`src/rtl/acondicionador_pkg.sv`:
```
// Purpose: shared types and default timing constants for the switch conditioner.
// Latency: n/a (declarations only).
// Backpressure: n/a.
package acondicionador_pkg;

  // Slew FSM: REPOSO means codigo is settled on the target, ESPERA means
  // a step is being timed.
  typedef enum logic [0:0] {
    REPOSO = 1'b0,
    ESPERA = 1'b1
  } estado_t;

  localparam int CLK_HZ            = 27000000;
  localparam int CICLOS_REBOTE_DEF = CLK_HZ / 100;   // 10 ms
  localparam int CICLOS_PASO_DEF   = CLK_HZ / 1000;  // 1 ms, one PWM period
  localparam int ANCHO_DEF         = 4;

endpackage

```
`src/rtl/antirrebote_bit.sv`:
```
// Purpose: 2-flop synchroniser plus debounce counter for a single switch bit.
// Latency: a clean level change reaches estable_o 2+CICLOS_REBOTE edges later.
// Backpressure: none; the output is a level that downstream samples freely.
//
// Ports:
//   clk       system clock
//   rst_n     asynchronous active-low reset
//   dato_i    raw switch level, asynchronous to clk
//   estable_o debounced level
module antirrebote_bit
  import acondicionador_pkg::*;
#(
  parameter int CICLOS_REBOTE = CICLOS_REBOTE_DEF
) (
  input  logic clk,
  input  logic rst_n,
  input  logic dato_i,
  output logic estable_o
);

  localparam int                CNT_W   = $clog2(CICLOS_REBOTE);
  localparam logic [CNT_W-1:0]  CNT_FIN = CNT_W'(CICLOS_REBOTE - 1);

  logic             sync1_q, sync2_q;
  logic             estable_q, estable_d;
  logic [CNT_W-1:0] cnt_q, cnt_d;

  // The counter only runs while the synchronised level disagrees with the
  // accepted one; any agreeing cycle throws the partial count away.
  always_comb begin
    estable_d = estable_q;
    cnt_d     = '0;
    if (sync2_q != estable_q) begin
      if (cnt_q == CNT_FIN) begin
        estable_d = sync2_q;
      end else begin
        cnt_d = cnt_q + CNT_W'(1);
      end
    end
  end

  always_ff @(posedge clk or negedge rst_n) begin
    if (!rst_n) begin
      sync1_q   <= 1'b0;
      sync2_q   <= 1'b0;
      estable_q <= 1'b0;
      cnt_q     <= '0;
    end else begin
      sync1_q   <= dato_i;
      sync2_q   <= sync1_q;
      estable_q <= estable_d;
      cnt_q     <= cnt_d;
    end
  end

  assign estable_o = estable_q;

endmodule

```
`src/rtl/acondicionador_interruptores.sv`:
```
// Purpose: debounce the board switches and slew the PWM duty code one LSB per step.
// Latency: estable follows a switch 2+CICLOS_REBOTE edges later; each step takes CICLOS_PASO cycles.
// Backpressure: none; codigo is a level consumed continuously by the PWM stage.
//
// Ports:
//   clk           27 MHz system clock
//   rst_n         asynchronous active-low reset
//   interruptores raw switch levels (bit 0 = LSB)
//   estable       debounced switch vector, the slew target
//   codigo        slewed duty code for the PWM block
//   ocupado       high while codigo is ramping toward estable
//   cambio        one-cycle pulse in the cycle after each codigo update
module acondicionador_interruptores
  import acondicionador_pkg::*;
#(
  parameter int ANCHO         = ANCHO_DEF,
  parameter int CICLOS_REBOTE = CICLOS_REBOTE_DEF,
  parameter int CICLOS_PASO   = CICLOS_PASO_DEF
) (
  input  logic             clk,
  input  logic             rst_n,
  input  logic [ANCHO-1:0] interruptores,
  output logic [ANCHO-1:0] estable,
  output logic [ANCHO-1:0] codigo,
  output logic             ocupado,
  output logic             cambio
);

  localparam int                PASO_W   = $clog2(CICLOS_PASO);
  localparam logic [PASO_W-1:0] PASO_FIN = PASO_W'(CICLOS_PASO - 1);

  for (genvar i = 0; i < ANCHO; i++) begin : g_bit
    antirrebote_bit #(
      .CICLOS_REBOTE(CICLOS_REBOTE)
    ) u_antirrebote (
      .clk      (clk),
      .rst_n    (rst_n),
      .dato_i   (interruptores[i]),
      .estable_o(estable[i])
    );
  end

  estado_t           estado_q, estado_d;
  logic [PASO_W-1:0] paso_q, paso_d;
  logic [ANCHO-1:0]  codigo_q, codigo_d;
  logic              cambio_q, cambio_d;

  always_comb begin
    estado_d = estado_q;
    paso_d   = paso_q;
    codigo_d = codigo_q;
    cambio_d = 1'b0;
    case (estado_q)
      REPOSO: begin
        if (estable != codigo_q) begin
          estado_d = ESPERA;
          paso_d   = '0;
        end
      end
      ESPERA: begin
        // Target moved back onto the current code: abandon the pending step.
        // This wins over a step due in the same cycle.
        if (estable == codigo_q) begin
          estado_d = REPOSO;
          paso_d   = '0;
        end else if (paso_q == PASO_FIN) begin
          // Direction is chosen fresh at every step so a mid-ramp target
          // change reverses the ramp without restarting the step timer.
          codigo_d = (estable > codigo_q) ? codigo_q + ANCHO'(1)
                                          : codigo_q - ANCHO'(1);
          paso_d   = '0;
          cambio_d = 1'b1;
          if (codigo_d == estable) begin
            estado_d = REPOSO;
          end
        end else begin
          paso_d = paso_q + PASO_W'(1);
        end
      end
      default: estado_d = REPOSO;
    endcase
  end

  always_ff @(posedge clk or negedge rst_n) begin
    if (!rst_n) begin
      estado_q <= REPOSO;
      paso_q   <= '0;
      codigo_q <= '0;
      cambio_q <= 1'b0;
    end else begin
      estado_q <= estado_d;
      paso_q   <= paso_d;
      codigo_q <= codigo_d;
      cambio_q <= cambio_d;
    end
  end

  assign codigo  = codigo_q;
  assign cambio  = cambio_q;
  assign ocupado = (estado_q == ESPERA);

endmodule

```
`config.mk`:
```
export PLATFORM = sky130hd
export DESIGN_NAME = acondicionador_interruptores
export DESIGN_NICKNAME = d
export VERILOG_FILES = /design/src/rtl/acondicionador_pkg.sv /design/src/rtl/antirrebote_bit.sv /design/src/rtl/acondicionador_interruptores.sv
export SDC_FILE = /design/constraint.sdc
export NUM_CORES = 1
export LEC_CHECK = 0
export CORE_ASPECT_RATIO = 0.8
export CORE_MARGIN = 2
export CORE_UTILIZATION = 40
export CTS_BUF_LIST = sky130_fd_sc_hd__clkbuf_16
export CTS_CLUSTER_SIZE = 30
export DETAILED_ROUTE_END_ITERATION = 12
export PLACE_DENSITY_LB_ADDON = 0.08
export SYNTH_ARGS = -nofsm -noshare
export SYNTH_HDL_FRONTEND = slang
export SYNTH_SLANG_ARGS = --single-unit
```
`constraint.sdc`:
```
create_clock -name clk -period 3.15 [get_ports clk]
set_input_delay 0.7875 -clock clk [delete_from_list [all_inputs] [get_ports clk]]
set_output_delay 0.7875 -clock clk [all_outputs]
set_load 0.05 [all_outputs]
```
# Word-level counts from Yosys, hierarchy flattened
# Cells that the tools add are included.
dict set report totals {
  regBits 109
  inputBits 6
  output_inout_bits 10
  word_cells 69
}
dict set report op_classes {
  add_sub_neg 7
  n_lt_le_gt_ge 1
  n_eq_ne 13
  mux 21
  n_bitwise 2
  reduce_logical 5
}
# op n
set ops {}
lappend ops {{two-way mux 19 bit} 8}
lappend ops {{adder 19 x 1 -> 19 bit (second input constant)} 4}
lappend ops {{== test 19 bit (second input constant)} 4}
lappend ops {{two-way mux 15 bit} 3}
lappend ops {{case mux 15 bit (2 select lines)} 1}
lappend ops {{adder 15 x 1 -> 15 bit (second input constant)} 1}
lappend ops {{== test 15 bit (second input constant)} 1}
lappend ops {{== test 4 bit} 2}
lappend ops {{AND reduction 2 bit} 4}
lappend ops {{two-way mux 1 bit} 7}
lappend ops {{adder 4 x 1 -> 4 bit (second input constant)} 1}
lappend ops {{> comparator 4 bit} 1}
lappend ops {{two-way mux 4 bit} 1}
lappend ops {{!= test 1 bit} 4}
lappend ops {{!= test 4 bit} 1}
lappend ops {{subtractor 4 x 1 -> 4 bit (second input constant)} 1}
lappend ops {{AND reduction 3 bit} 1}
lappend ops {{!= test 2 bit (second input constant)} 1}
lappend ops {{inverter 1 bit} 2}
lappend ops {{case mux 1 bit (2 select lines)} 1}

# Depth between registers and ports, before layout
dict set report logic_depth {
  ltp_word 7
  ltp_mapped 11
  depth_no_buf 11
}

# Hierarchy
# Synthesis repeated with hierarchy kept, for this count alone.
dict set report hier_totals {
  hier_cells 552
  area_unflattened_um2 5517.8
}
# module instances cells_each area_per_inst_um2 seq_area_each_um2
set modules_own_cells {}
lappend modules_own_cells {antirrebote_bit 4 102 1049.8 550.5}
lappend modules_own_cells {acondicionador_interruptores 1 144 1318.8 525.5}

# Worst setup path after synthesis
# OpenSTA, ideal clock, no wires.
dict set report synth_path {
  path_type {register to register}
  start {reg codigo_q[3], in the netlist codigo[3]}
  end {reg estado_q, in the netlist ocupado}
  setup_ns 0.124
  arrival_ns 2.903
  t_required_ns 3.026
  path_slack_ns 0.124
  stages_incl_launch_ff 11
  path_buffers 0
  period_less_slack_ns 3.026
  path_cell_list {dfrtp_1 inv_1 ha_1 a21o_2 o21ai_0 ha_1 a21o_1 a21o_2 xnor2_1 xor2_1 o31a_1}
}
dict set report synth_between {
  elab_chain_len 7
  elab_cells_between_ends 12
  cone_classes {add/sub (2); order compare (1); eq/ne (3); mux (6)}
}
# item line
set synth_rtl {}
lappend synth_rtl {{start, declared} acondicionador_interruptores.sv:45} ;# logic [ANCHO-1:0] codigo_q, codigo_d;
lappend synth_rtl {{start signal, assigned} acondicionador_interruptores.sv:93} ;# codigo_q <= codigo_d;
lappend synth_rtl {{subtractor 4 x 1 -> 4 bit, or another cell as far along} acondicionador_interruptores.sv:70} ;# : codigo_q - ANCHO'(1);
lappend synth_rtl {{two-way mux 4 bit} acondicionador_interruptores.sv:69} ;# codigo_d = (estable > codigo_q) ? codigo_q + ANCHO'(1)
lappend synth_rtl {{== test 4 bit} acondicionador_interruptores.sv:73} ;# if (codigo_d == estable) begin
lappend synth_rtl {{two-way mux 1 bit} acondicionador_interruptores.sv:73}
lappend synth_rtl {{two-way mux 1 bit} acondicionador_interruptores.sv:66} ;# end else if (paso_q == PASO_FIN) begin
lappend synth_rtl {{two-way mux 1 bit} acondicionador_interruptores.sv:63} ;# if (estable == codigo_q) begin
lappend synth_rtl {{case mux 1 bit (2 select lines) (*)} acondicionador_interruptores.sv:53} ;# case (estado_q)
lappend synth_rtl {{via estado_d} acondicionador_interruptores.sv:43} ;# estado_t estado_q, estado_d;
lappend synth_rtl {{end signal, assigned} acondicionador_interruptores.sv:91} ;# estado_q <= estado_d;
lappend synth_rtl {{end, declared} acondicionador_interruptores.sv:43}
# The timed path passes the listed nets; every way through them passes the cells marked *.
# A chain may end at the register's enable or synchronous reset.

# Final worst setup path
dict set report layout_path {
  start {reg codigo_q[1], in the netlist codigo[1]}
  end {reg estado_q, in the netlist ocupado}
}
# Same word-level chain as after synthesis.

==> flow_metrics.env <==
export IMPL_status="completed"
export IMPL_crit_family="compound AO/OA/AOI/OAI gates"
export IMPL_synth_xor_area_share_pct=13.2
export IMPL_pin_count=16
export IMPL_critical_path_required_ps=3390
export IMPL_critPathKind="flip-flop to flip-flop"
export IMPL_reg2reg_slack_ps=550
export IMPL_grtUsageMet1_pct=22.5
export IMPL_grt_pass1_vias=3651
export IMPL_final_cells=747
export IMPL_cts_sinks=109
export IMPL_ant_nets=0
export IMPL_netlist_area_sq_mm=0.00537
export IMPL_reg2regPathDepth=11
export IMPL_cap_violations=0
export IMPL_antenna_found_initial=0
export IMPL_cts_root_buffer_cell="clkbuf_16"
export IMPL_grt_pass1_wl_microns=18100
export IMPL_cp_endpoint="ocupado"
export IMPL_post_drt_wl_per_cell_microns=13.7
export IMPL_cts_tree="built"
export IMPL_die_y_microns=108
export IMPL_grt_overflow_total=0
export IMPL_synth_top_cell_by_area="dfrtp_1"
export IMPL_hold_path_class="flip-flop to flip-flop"
export IMPL_ys_seq_elements=109
export IMPL_async_reset_ff_share_pct=100
export IMPL_final_max_slew_viol_count=0
export IMPL_clock_latency_ps=360
export IMPL_place_congestion=0.825
export IMPL_clk_pin_slew_worst_paths_ps=70
export IMPL_finalHoldViolations=0
export IMPL_synth_edf_count=0
export IMPL_area_delta_synth_final_pct=11.7
export IMPL_post_route_period_util_pct=82.4
export IMPL_end_kind="flip-flop"
export IMPL_synth_top_family_by_area="simple AND/OR/NAND/NOR gates"
export IMPL_critPathBufInv=1
export IMPL_nets=585
export IMPL_drt_initial_drc_count=218
export IMPL_hpwlAfterDp_microns=7130
export IMPL_r2r_start="codigo[1]"
export IMPL_yosys_area_share_simple_pct=24.3
export IMPL_vias=3819
export IMPL_crit_top_cell="ha_1"
export IMPL_slowest_stage="dfrtp_1"
export IMPL_htree_levels=3
export IMPL_cts_resized=0
export IMPL_postCtsSetupBuffers=0
export IMPL_cts_buffer_depth=2
export IMPL_avgSynthCellArea_sq_um=9.70
export IMPL_place_inst=731
export IMPL_yosysSeqAreaShare_pct=50.8
export IMPL_yosysTopAreaCellShare_pct=50.8
export IMPL_cp_max_fo=4
export IMPL_tightest_slew_ps=802
export IMPL_nFillCells=1278
export IMPL_drive_gt1_share_pct=6.82
export IMPL_first_pass_iters=4
export IMPL_synth_cells=554
export IMPL_max_stage_delay_ps=390
export IMPL_final_setup_viol_count=0
export IMPL_start_kind="flip-flop"
export IMPL_relSlewSlack_pct=46.0
export IMPL_grt_max_degree=55
export IMPL_crit_cells=11
export IMPL_mostFrequentLayoutCells="109 x dfrtp_1, 97 x nor2_1, 45 x nand2_1, 42 x xnor2_1, 39 x xor2_1"
export IMPL_cts_buffers=9
export IMPL_synth_flop_cell="dfrtp_1"
export IMPL_yosysWarningCount=0
export IMPL_cts_hold_buffers=0
export IMPL_grt_usage_pct=15.9
export IMPL_drc=0
export IMPL_setup_tns_ps=0
export IMPL_netlist_cell_type_count=42
export IMPL_layout_commonest_cell="dfrtp_1"
export IMPL_synth_compound_area_share_pct=4.75
export IMPL_synthTopCellsByArea="dfrtp_1 51%, xnor2_1 6.8%, nor2_1 6.8%"
export IMPL_finalCriticalPeriod_ps=2600
export IMPL_use_met3_pct=5.13
export IMPL_fmax_mhz=385
export IMPL_grt_use_met2_pct=23.4
export IMPL_synth_fa_ha_area_share_pct=2.93
export IMPL_routed_wl_microns=10200
export IMPL_synth_nets=572
export IMPL_ir_worst_vdd_mv=0.327
export IMPL_cp_arrival_ps=2840
export IMPL_core_area_sq_mm=0.0130
export IMPL_via_per_inst=5.11
export IMPL_p_per_area_mw_per_mm2=445
export IMPL_r2r_end="ocupado"
export IMPL_fp_row_count=37
export IMPL_io_buffers=15
export IMPL_p_leak_nw=2.49
export IMPL_synth_area_mux_share_pct=0.815
export IMPL_worstPathCellList="inv_1 > ha_1 > nand2b_1 > a21oi_1 > o21ai_0 > ha_1 > a21o_1 > a21o_2 > xnor2_1 > xor2_1 > o31a_1"
export IMPL_die_area_sq_mm=0.0144
export IMPL_startpoint="codigo[1]"
export IMPL_n_antenna_cell=0
export IMPL_rsz0062_at_grt="no"
export IMPL_fp_dieW_microns=134
export IMPL_grt_busiest_layer="met2"
export IMPL_clock_skew_ps=6.43
export IMPL_start_util_pct=41.3
==> worst reg2reg max path: cells and delay by family, from the launching register on <==
family	cells	cell delay, ps
AOI/OAI and AO/OA	5	1030
xor gates and xnor gates	2	270
adders and majority gates	2	590
buffers and inverters	1	90
DFF	1	390
and+or+nand+nor	1	110
==> routing by layer <==
| metal | up-vias | share of wire, % | routed length [microns] |
|---|---|---|---|
| li1 | 1896 | - | - |
| met1 | 1869 | 52 | 5330 |
| met2 | 45 | 43 | 4340 |
| met3 | 9 | 4.0 | 409 |
| met4 | 0 | 1.2 | 121 |
| met5 | - | 0 | 0 |
==> cell type report <==
| type | instances | area (sq um) | share of cell area (%) |
|---|---|---|---|
| flip-flops and latches | 109 | 2730 | 45.4 |
| clock buffers | 9 | 225 | 3.75 |
| well taps | 175 | 219 | 3.65 |
| multi-input cells | 405 | 2470 | 41.2 |
| repair buffers | 19 | 190 | 3.17 |
| clock inverters | 7 | 82.6 | 1.38 |
| inverters | 23 | 86.3 | 1.44 |
==> stage by stage <==
| step | util (%) | area (sq um) | worst slack [ps] | power, mW | hold WS [ps] |
|---|---|---|---|---|---|
| 6_report | 46.1 | 6000 | 553 | 2.67 | 349 |
| 5_1_grt | 46.1 | 6000 | 392 | 2.81 | 359 |
| 4_1_cts | 46.1 | 6000 | 542 | 2.73 | 353 |
| 3_5_place_dp | 43.8 | 5700 | 559 | 1.54 | 335 |
| 3_3_place_gp | 43.8 | 5700 | 605 | 1.54 | 333 |
| 2_1_floorplan | - | 5370 | 124 | 1.49 | 331 |
==> synth_stat cells, types with 7 or more instances <==
| cell | number |
|---|---|
| dfrtp_1 | 109 |
| nor2_1 | 97 |
| nand2_1 | 45 |
| xnor2_1 | 42 |
| xor2_1 | 39 |
| nand3_1 | 36 |
| inv_1 | 23 |
| o21ai_0 | 20 |
| nand4_1 | 17 |
| nor4_1 | 17 |
| nor3_1 | 15 |
| ha_1 | 11 |
| a21oi_1 | 8 |
| or2_2 | 7 |
==> registers in the layout, summed over array words and instances (netlist names) <==
signal,flops
g_bit.u_antirrebote.estable_o,4
cambio,1
paso_q,15
codigo,4
g_bit.u_antirrebote.sync2_q,4
g_bit.u_antirrebote.cnt_q,76
g_bit.u_antirrebote.sync1_q,4
ocupado,1
==> cell families after synthesis <==
group | after synthesis
AOI/OAI and AO/OA | 42
adders and majority gates | 12
buffers and inverters | 40
xor gates and xnor gates | 81
muxes | 4
DFF | 109
and+or+nand+nor | 266
==> power breakdown <==
part / total (mW) / switching, mW / internal (mW)
clock: 1.16 / 0.535 / 0.628
sequential: 1.43 / 0.0144 / 1.42
combinational: 0.0772 / 0.0536 / 0.0236
==> how the worst min path moves through the flow <==
stage | startpoint | end | depth (start not counted)
finish | g_bit[1].u_antirrebote.sync1_q | g_bit[1].u_antirrebote.sync2_q | 0
global placement | g_bit[3].u_antirrebote.sync1_q | g_bit[3].u_antirrebote.sync2_q | 0
CTS | g_bit[1].u_antirrebote.sync1_q | g_bit[1].u_antirrebote.sync2_q | 0
detailed placement | g_bit[0].u_antirrebote.sync1_q | g_bit[0].u_antirrebote.sync2_q | 0
global route | g_bit[3].u_antirrebote.sync1_q | g_bit[3].u_antirrebote.sync2_q | 0
floorplan | g_bit[0].u_antirrebote.sync1_q | g_bit[0].u_antirrebote.sync2_q | 0
(Power assumes the default switching activity.)
